===== config.mk =====
export PLATFORM = sky130hd
export DESIGN_NAME = if_stage_flat
export DESIGN_NICKNAME = d
export VERILOG_FILES = /design/src/rtl/if_stage_pkg.sv /design/src/rtl/if_stage_if.sv /design/src/rtl/if_stage_reg.sv /design/src/rtl/if_stage.sv /design/src/flat_wrapper.sv
export SDC_FILE = /design/constraint.sdc
export NUM_CORES = 1
export LEC_CHECK = 0
export ABC_AREA = 0
export BUFFER_PORTS_ARGS = -buffer_cell sky130_fd_sc_hd__buf_2
export CORE_ASPECT_RATIO = 1.25
export CORE_UTILIZATION = 58
export CTS_CLUSTER_DIAMETER = 120
export DETAILED_ROUTE_END_ITERATION = 8
export PLACE_DENSITY_LB_ADDON = 0.08
export SETUP_SLACK_MARGIN = 0.3
export SYNTH_ARGS = -nofsm -noshare
export SYNTH_HDL_FRONTEND = slang
export SYNTH_SLANG_ARGS = --single-unit

===== constraint.sdc =====
create_clock -name clk -period 5.2 [get_ports clk]
set_input_delay 0.78 -clock clk [delete_from_list [all_inputs] [get_ports clk]]
set_output_delay 0.78 -clock clk [all_outputs]
set_load 0.02 [all_outputs]

===== src/rtl/if_stage_pkg.sv =====
// Shared definitions for the instruction fetch stage: FSM encoding, bus widths
// and reset-time constants.
package if_stage_pkg;

  localparam int unsigned IF_ADDR_W = 30;
  localparam int unsigned IF_DATA_W = 32;

  localparam logic [IF_DATA_W-1:0] ISA_NOP          = 32'h0000_0000;
  localparam logic [IF_ADDR_W-1:0] RESET_VECTOR_DEF = '0;

  typedef enum logic [1:0] {
    IF_REQ     = 2'd0,
    IF_WAIT    = 2'd1,
    IF_HOLD    = 2'd2,
    IF_DISCARD = 2'd3
  } if_state_e;

  // A memory request is in flight in these states and its address must not move.
  function automatic logic req_pending(input if_state_e s);
    return (s == IF_WAIT) || (s == IF_DISCARD);
  endfunction

endpackage


===== src/rtl/if_stage_if.sv =====
// Instruction memory fetch bus: word address/request out, one-cycle ready pulse
// with read data back.
interface if_stage_if
  import if_stage_pkg::*;
#(
  parameter int ADDR_W = IF_ADDR_W,
  parameter int DATA_W = IF_DATA_W
);
  logic              IMemReq;
  logic [ADDR_W-1:0] IMemAddr;
  logic              IMemRdy;
  logic [DATA_W-1:0] IMemRdData;

  modport master (output IMemReq, output IMemAddr, input IMemRdy, input IMemRdData);
  modport slave  (input IMemReq, input IMemAddr, output IMemRdy, output IMemRdData);
endinterface


===== src/rtl/if_stage_reg.sv =====
// IF/ID pipeline register plus a one-entry skid buffer that parks a fetched
// word returning while the pipeline is stalled.
module if_stage_reg
  import if_stage_pkg::*;
#(
  parameter int                ADDR_W       = IF_ADDR_W,
  parameter int                DATA_W       = IF_DATA_W,
  parameter logic [ADDR_W-1:0] RESET_VECTOR = '0,
  parameter logic [DATA_W-1:0] NOP_INSN     = '0
) (
  input  logic              clk_i,
  input  logic              rst_ni,
  input  logic              upd_i,
  input  logic              vld_i,
  input  logic [ADDR_W-1:0] pc_i,
  input  logic [DATA_W-1:0] insn_i,
  input  logic              skid_wr_i,
  input  logic              skid_clr_i,
  input  logic [ADDR_W-1:0] skid_pc_i,
  input  logic [DATA_W-1:0] skid_insn_i,
  output logic [ADDR_W-1:0] ifpc_o,
  output logic [DATA_W-1:0] ifinsn_o,
  output logic              ifen_o,
  output logic              skid_vld_o,
  output logic [ADDR_W-1:0] skid_pc_o,
  output logic [DATA_W-1:0] skid_insn_o
);

  logic [ADDR_W-1:0] ifpc_q;
  logic [DATA_W-1:0] ifinsn_q;
  logic              ifen_q;
  logic              skid_vld_q;
  logic [ADDR_W-1:0] skid_pc_q;
  logic [DATA_W-1:0] skid_insn_q;

  // A bubble keeps IFPC and forces the NOP encoding into IFInsn.
  always_ff @(posedge clk_i or negedge rst_ni) begin
    if (!rst_ni) begin
      ifpc_q     <= RESET_VECTOR;
      ifinsn_q   <= NOP_INSN;
      ifen_q     <= 1'b0;
      skid_vld_q <= 1'b0;
    end else begin
      if (upd_i) begin
        ifen_q   <= vld_i;
        ifinsn_q <= vld_i ? insn_i : NOP_INSN;
        if (vld_i) ifpc_q <= pc_i;
      end
      if (skid_clr_i)     skid_vld_q <= 1'b0;
      else if (skid_wr_i) skid_vld_q <= 1'b1;
    end
  end

  always_ff @(posedge clk_i) begin
    if (skid_wr_i) begin
      skid_pc_q   <= skid_pc_i;
      skid_insn_q <= skid_insn_i;
    end
  end

  assign ifpc_o      = ifpc_q;
  assign ifinsn_o    = ifinsn_q;
  assign ifen_o      = ifen_q;
  assign skid_vld_o  = skid_vld_q;
  assign skid_pc_o   = skid_pc_q;
  assign skid_insn_o = skid_insn_q;

endmodule


===== src/rtl/if_stage.sv =====
// Instruction fetch stage: program counter, fetch request FSM and redirect
// handling in front of the decode stage.
module if_stage
  import if_stage_pkg::*;
#(
  parameter int                ADDR_W       = IF_ADDR_W,
  parameter int                DATA_W       = IF_DATA_W,
  parameter logic [ADDR_W-1:0] RESET_VECTOR = '0,
  parameter logic [DATA_W-1:0] NOP_INSN     = ISA_NOP
) (
  input  logic              clk,
  input  logic              reset_,
  input  logic              Stall,
  input  logic              Flush,
  input  logic [ADDR_W-1:0] NewPC,
  input  logic              BrTaken,
  input  logic [ADDR_W-1:0] BrAddr,
  if_stage_if.master        imem,
  output logic [ADDR_W-1:0] IFPC,
  output logic [DATA_W-1:0] IFInsn,
  output logic              IFEn,
  output logic              IFBusy
);

  localparam logic [ADDR_W-1:0] PC_ONE = {{(ADDR_W-1){1'b0}}, 1'b1};

  if_state_e         state_q, state_d;
  logic [ADDR_W-1:0] pc_q, pc_d;
  logic [ADDR_W-1:0] addr_q, addr_d;
  logic              req;
  logic              pending;
  logic              redirect;
  logic              upd, ld_vld;
  logic [ADDR_W-1:0] ld_pc;
  logic [DATA_W-1:0] ld_insn;
  logic              skid_wr, skid_clr, skid_vld;
  logic [ADDR_W-1:0] skid_pc;
  logic [DATA_W-1:0] skid_insn;

  // A taken branch under Stall is dropped; decode presents it again.
  assign redirect = Flush || (BrTaken && !Stall);
  assign pending  = req_pending(state_q) && !imem.IMemRdy;

  always_ff @(posedge clk or negedge reset_) begin
    if (!reset_) begin
      state_q <= IF_REQ;
      pc_q    <= RESET_VECTOR;
      addr_q  <= RESET_VECTOR;
    end else begin
      state_q <= state_d;
      pc_q    <= pc_d;
      addr_q  <= addr_d;
    end
  end

  always_comb begin
    state_d  = state_q;
    pc_d     = pc_q;
    addr_d   = addr_q;
    req      = 1'b0;
    upd      = 1'b0;
    ld_vld   = 1'b0;
    ld_pc    = addr_q;
    ld_insn  = imem.IMemRdData;
    skid_wr  = 1'b0;
    skid_clr = 1'b0;
    unique case (state_q)
      IF_REQ: begin
        upd = !Stall;
        // A redirect this cycle withholds the request so the new PC goes out next.
        if (!redirect) begin
          req     = 1'b1;
          addr_d  = pc_q;
          state_d = IF_WAIT;
        end
      end
      IF_WAIT: begin
        req = 1'b1;
        if (imem.IMemRdy) begin
          if (Stall) begin
            skid_wr = 1'b1;
            state_d = IF_HOLD;
          end else begin
            upd     = 1'b1;
            ld_vld  = 1'b1;
            pc_d    = pc_q + PC_ONE;
            state_d = IF_REQ;
          end
        end else begin
          upd = !Stall;
        end
      end
      IF_HOLD: begin
        if (!Stall) begin
          upd      = 1'b1;
          ld_vld   = skid_vld;
          ld_pc    = skid_pc;
          ld_insn  = skid_insn;
          skid_clr = 1'b1;
          pc_d     = pc_q + PC_ONE;
          state_d  = IF_REQ;
        end
      end
      IF_DISCARD: begin
        req = 1'b1;
        upd = !Stall;
        if (imem.IMemRdy) state_d = IF_REQ;
      end
      default: state_d = IF_REQ;
    endcase
    if (redirect) begin
      pc_d     = Flush ? NewPC : BrAddr;
      upd      = 1'b1;
      ld_vld   = 1'b0;
      skid_wr  = 1'b0;
      skid_clr = 1'b1;
      state_d  = pending ? IF_DISCARD : IF_REQ;
    end
  end

  assign imem.IMemReq  = req && reset_;
  assign imem.IMemAddr = (state_q == IF_REQ) ? pc_q : addr_q;
  assign IFBusy        = pending;

  if_stage_reg #(
    .ADDR_W       (ADDR_W),
    .DATA_W       (DATA_W),
    .RESET_VECTOR (RESET_VECTOR),
    .NOP_INSN     (NOP_INSN)
  ) u_reg (
    .clk_i       (clk),
    .rst_ni      (reset_),
    .upd_i       (upd),
    .vld_i       (ld_vld),
    .pc_i        (ld_pc),
    .insn_i      (ld_insn),
    .skid_wr_i   (skid_wr),
    .skid_clr_i  (skid_clr),
    .skid_pc_i   (addr_q),
    .skid_insn_i (imem.IMemRdData),
    .ifpc_o      (IFPC),
    .ifinsn_o    (IFInsn),
    .ifen_o      (IFEn),
    .skid_vld_o  (skid_vld),
    .skid_pc_o   (skid_pc),
    .skid_insn_o (skid_insn)
  );

endmodule


===== src/flat_wrapper.sv =====
// flat-port wrapper written by rule: the top's interface ports become plain ports
module if_stage_flat import if_stage_pkg::*;
#(
  parameter int                ADDR_W       = IF_ADDR_W,
  parameter int                DATA_W       = IF_DATA_W,
  parameter logic [ADDR_W-1:0] RESET_VECTOR = '0,
  parameter logic [DATA_W-1:0] NOP_INSN     = ISA_NOP
)
  (clk, reset_, Stall, Flush, NewPC, BrTaken, BrAddr, IFPC, IFInsn, IFEn, IFBusy, imem_IMemReq, imem_IMemAddr, imem_IMemRdy, imem_IMemRdData);
  if_stage_if #(.ADDR_W(ADDR_W), .DATA_W(DATA_W)) imem_i ();
  input  logic clk;
  input  logic reset_;
  input  logic Stall;
  input  logic Flush;
  input  logic [ADDR_W-1:0] NewPC;
  input  logic BrTaken;
  input  logic [ADDR_W-1:0] BrAddr;
  output logic [ADDR_W-1:0] IFPC;
  output logic [DATA_W-1:0] IFInsn;
  output logic IFEn;
  output logic IFBusy;
  output wire logic [$bits(imem_i.IMemReq)-1:0] imem_IMemReq;
  output wire logic [$bits(imem_i.IMemAddr)-1:0] imem_IMemAddr;
  input wire logic [$bits(imem_i.IMemRdy)-1:0] imem_IMemRdy;
  input wire logic [$bits(imem_i.IMemRdData)-1:0] imem_IMemRdData;
  assign imem_IMemReq = imem_i.IMemReq;
  assign imem_IMemAddr = imem_i.IMemAddr;
  assign imem_i.IMemRdy = imem_IMemRdy;
  assign imem_i.IMemRdData = imem_IMemRdData;
  if_stage #(.ADDR_W(ADDR_W), .DATA_W(DATA_W), .RESET_VECTOR(RESET_VECTOR), .NOP_INSN(NOP_INSN)) u_core (.clk(clk), .reset_(reset_), .Stall(Stall), .Flush(Flush), .NewPC(NewPC), .BrTaken(BrTaken), .BrAddr(BrAddr), .imem(imem_i), .IFPC(IFPC), .IFInsn(IFInsn), .IFEn(IFEn), .IFBusy(IFBusy));
endmodule

==> out/results.tsv <==
metric	value	unit
path_delay_family	buffers and inverters	
rows	49	
crit_path_end_kind	primary output	
status	finished, final reports clean	
ir_drop	0.000298	V
cts_inserted_buffers	17	
path_class	flop to primary output	
path_cells	inv_1, ha_1, buf_4, mux2_2, buf_2	
rsz0062_at_grt	no	
pwr-share-seq	41.5	%
fin_crit	3.26	ns
synthToLayoutAreaGrowth	19.7	%
syn-instance-count	694	
die_x	110	um
r2r_cells	8	
dr_total_vias	6149	
pwr-share-clk	27.5	%
min_path_type	input port to asynchronous set/reset pin	
drc	0	
power.internal	0.00326	W
switching_share	33.6	%
fin_nets	975	
finalHoldViolCount	0	
yosysUniqueCellTypes	40	
relSlewSlack	21.7	%
wl_per_cell	18.5	um
synthArstFlopShare	67.0	%
synth_seq_cells	188	
max_freq	306	MHz
post_dp_cell_area	9550	um^2
avgSynthCellArea	12.2	um^2
grt_pass1_vias	5956	
cp_num_cells	5	
core	14300	um^2
max_stage_delay	0.46	ns
clock_sinks	188	
synth_ff_type	dfrtp_1	
worst_path_max_delay_cell	ha_1	
worstPathArrival	2.48	ns
finalSetupTns	0	ns
maxCapViolations	0	
ys_top_cells_by_area	dfrtp_1 (37%), edfxtp_1 (22%), mux2i_1 (8.2%), mux2_2 (8.2%), nand2_1 (3.4%)	
cts-resized-gates	0	
yosysTopAreaCell	dfrtp_1	
viasPerCell	5.80	
synth.top_cell.area_share	37.1	%
drive_gt1_share	34.0	%
cts_buffer_depth	2	
drt_first_pass_iters	4	
final_util	70.9	%
fin_area	10200	um^2
synth_area	8500	um^2
preCtsSetupSlack	2.26	ns
clock_latency	0.42	ns
seq_area_frac_synth	59.0	%
root_buffer	clkbuf_16	
mostFrequentLayoutCells	buf_2 (191), dfrtp_1 (126), nand2_1 (76)	
worst_slew_pin_slew	1.17	ns
clk_pin_slew_worst_paths	0.07	ns
cts-hold-fix-buffers	0	
mostFrequentLayoutCell	buf_2	
cts_tree	built	
synth_warnings	0	
leakage	4.78	nW
grt_overflow	0	
fin_worst_hold_slack	0.311	ns
drt_iter0_drc	379	
fin_ws	1.94	ns
grt_max_degree	72	
final-setup-viol-count	0	
hpwl	12.9	mm
cp_max_fo	23	
required	4.42	ns
wirelength	19.7	mm
finalCritPeriodShare	62.8	%
start_util	59.2	%
h-tree-depth	4	
ioPinCount	193	
dieArea	15100	um^2
slew_viol_final	0	
grtUsageTotal	26.7	%
grt_antenna_before_repair	0	
die_h	137	um
syn_nets	799	
final_antenna_net_count	0	
path_buf_inv	3	
share_comb_of_total_power	30.9	%
routabilityCongestion	0.831	
io_buffers	192	
num_antenna_cells	0	
grt_pass1_wl	30.3	mm
p_switching	0.00165	W
start_kind	flop	
power_density	483	nW/um^2
fin_skew	0.00745	ns
synth_edf_count	62	
cts_setup_buffers	0	
-- state kept, by name (all words and copies together), names as in the netlist, 2 cells and up --
signal and cells:
u_core.addr_q 30, u_core.pc_q 30, u_core.state_q 2, u_core.u_reg.ifinsn_o 32, u_core.u_reg.ifpc_o 30, u_core.u_reg.skid_insn_o 32
u_core.u_reg.skid_pc_o 30
-- worst paths after layout --
kind	start	endpoint	slack, ns
max	u_core.state_q[0]$_DFFE_PN0P_	imem_IMemAddr[2]	1.94
min	reset_	u_core.u_reg.ifinsn_o[6]$_DFFE_PN0P_	0.31
max reg2reg	u_core.state_q[0]$_DFFE_PN0P_	u_core.u_reg.ifinsn_o[17]$_DFFE_PN0P_	2.35
min reg2reg	u_core.u_reg.ifinsn_o[14]$_DFFE_PN0P_	u_core.u_reg.ifinsn_o[14]$_DFFE_PN0P_	0.48
max in group asynchronous	reset_	u_core.pc_q[8]$_DFFE_PN0P_	3.57
min in group clk	u_core.u_reg.ifinsn_o[14]$_DFFE_PN0P_	u_core.u_reg.ifinsn_o[14]$_DFFE_PN0P_	0.48
-- through the flow --
step           total power [W]  cells
2_1_floorplan          0.00309    694
3_3_place_gp           0.00354   1029
3_5_place_dp           0.00359   1029
4_1_cts                0.00494   1061
5_1_grt                0.00513   1061
6_report               0.00491   1061
-- cell usage after synthesis, types with 11 or more instances --
| master | n |
|---|---|
| nor4_1 | 11 |
| o21ai_1 | 40 |
| dfrtp_1 | 126 |
| a21oi_1 | 23 |
| o21ai_0 | 24 |
| a211oi_1 | 28 |
| nand2_1 | 77 |
| edfxtp_1 | 62 |
| mux2_2 | 62 |
| mux2i_1 | 70 |
| clkbuf_1 | 19 |
| nor2b_1 | 21 |
| xnor2_1 | 17 |
| nor2_1 | 19 |
-- area by class of cell --
| class | count | area (um^2) |
|---|---|---|
| sequential | 188 | 5010 |
| timing repair buffer | 201 | 1030 |
| clock inverter | 12 | 161 |
| fill | 1104 | 4180 |
| tap | 178 | 223 |
| clock buffer | 20 | 457 |
| inverter | 5 | 18.8 |
| multi-input combinational | 457 | 3260 |
-- power by group through the flow --
stage | clock network, W | logic, W | registers, W
2_1_floorplan | 0 | 0.00100 | 0.00208
5_1_grt | 0.00142 | 0.00163 | 0.00208
3_5_place_dp | 0 | 0.00153 | 0.00207
6_report | 0.00135 | 0.00152 | 0.00204
4_1_cts | 0.00137 | 0.00153 | 0.00204
3_3_place_gp | 0 | 0.00149 | 0.00205
-- per-layer routing --
layer  share of wire, %  track usage (%)  routed length (um)  up-vias
met5                  0                0                   0        -
met3                5.0             4.21                 983       18
met1                 43             33.8                8400     3044
met2                 51             46.7               10100      213
met4                1.1             8.33                 213        0
li1                   -                -                   -     2874
-- logic make-up (layout without fill, tap and decap cells) --
| family | after synthesis | after routing | synth area share, % |
|---|---|---|---|
| flops | 188 | 188 | 59.0 |
| simple gates | 171 | 171 | 9.76 |
| mux | 132 | 132 | 16.5 |
| compound gates | 130 | 130 | 9.13 |
| buf+inv | 49 | 238 | 2.86 |
| xor+xnor | 17 | 17 | 1.75 |
| fa+ha+maj | 7 | 7 | 1.03 |
Power figures use the tool's default switching activity.
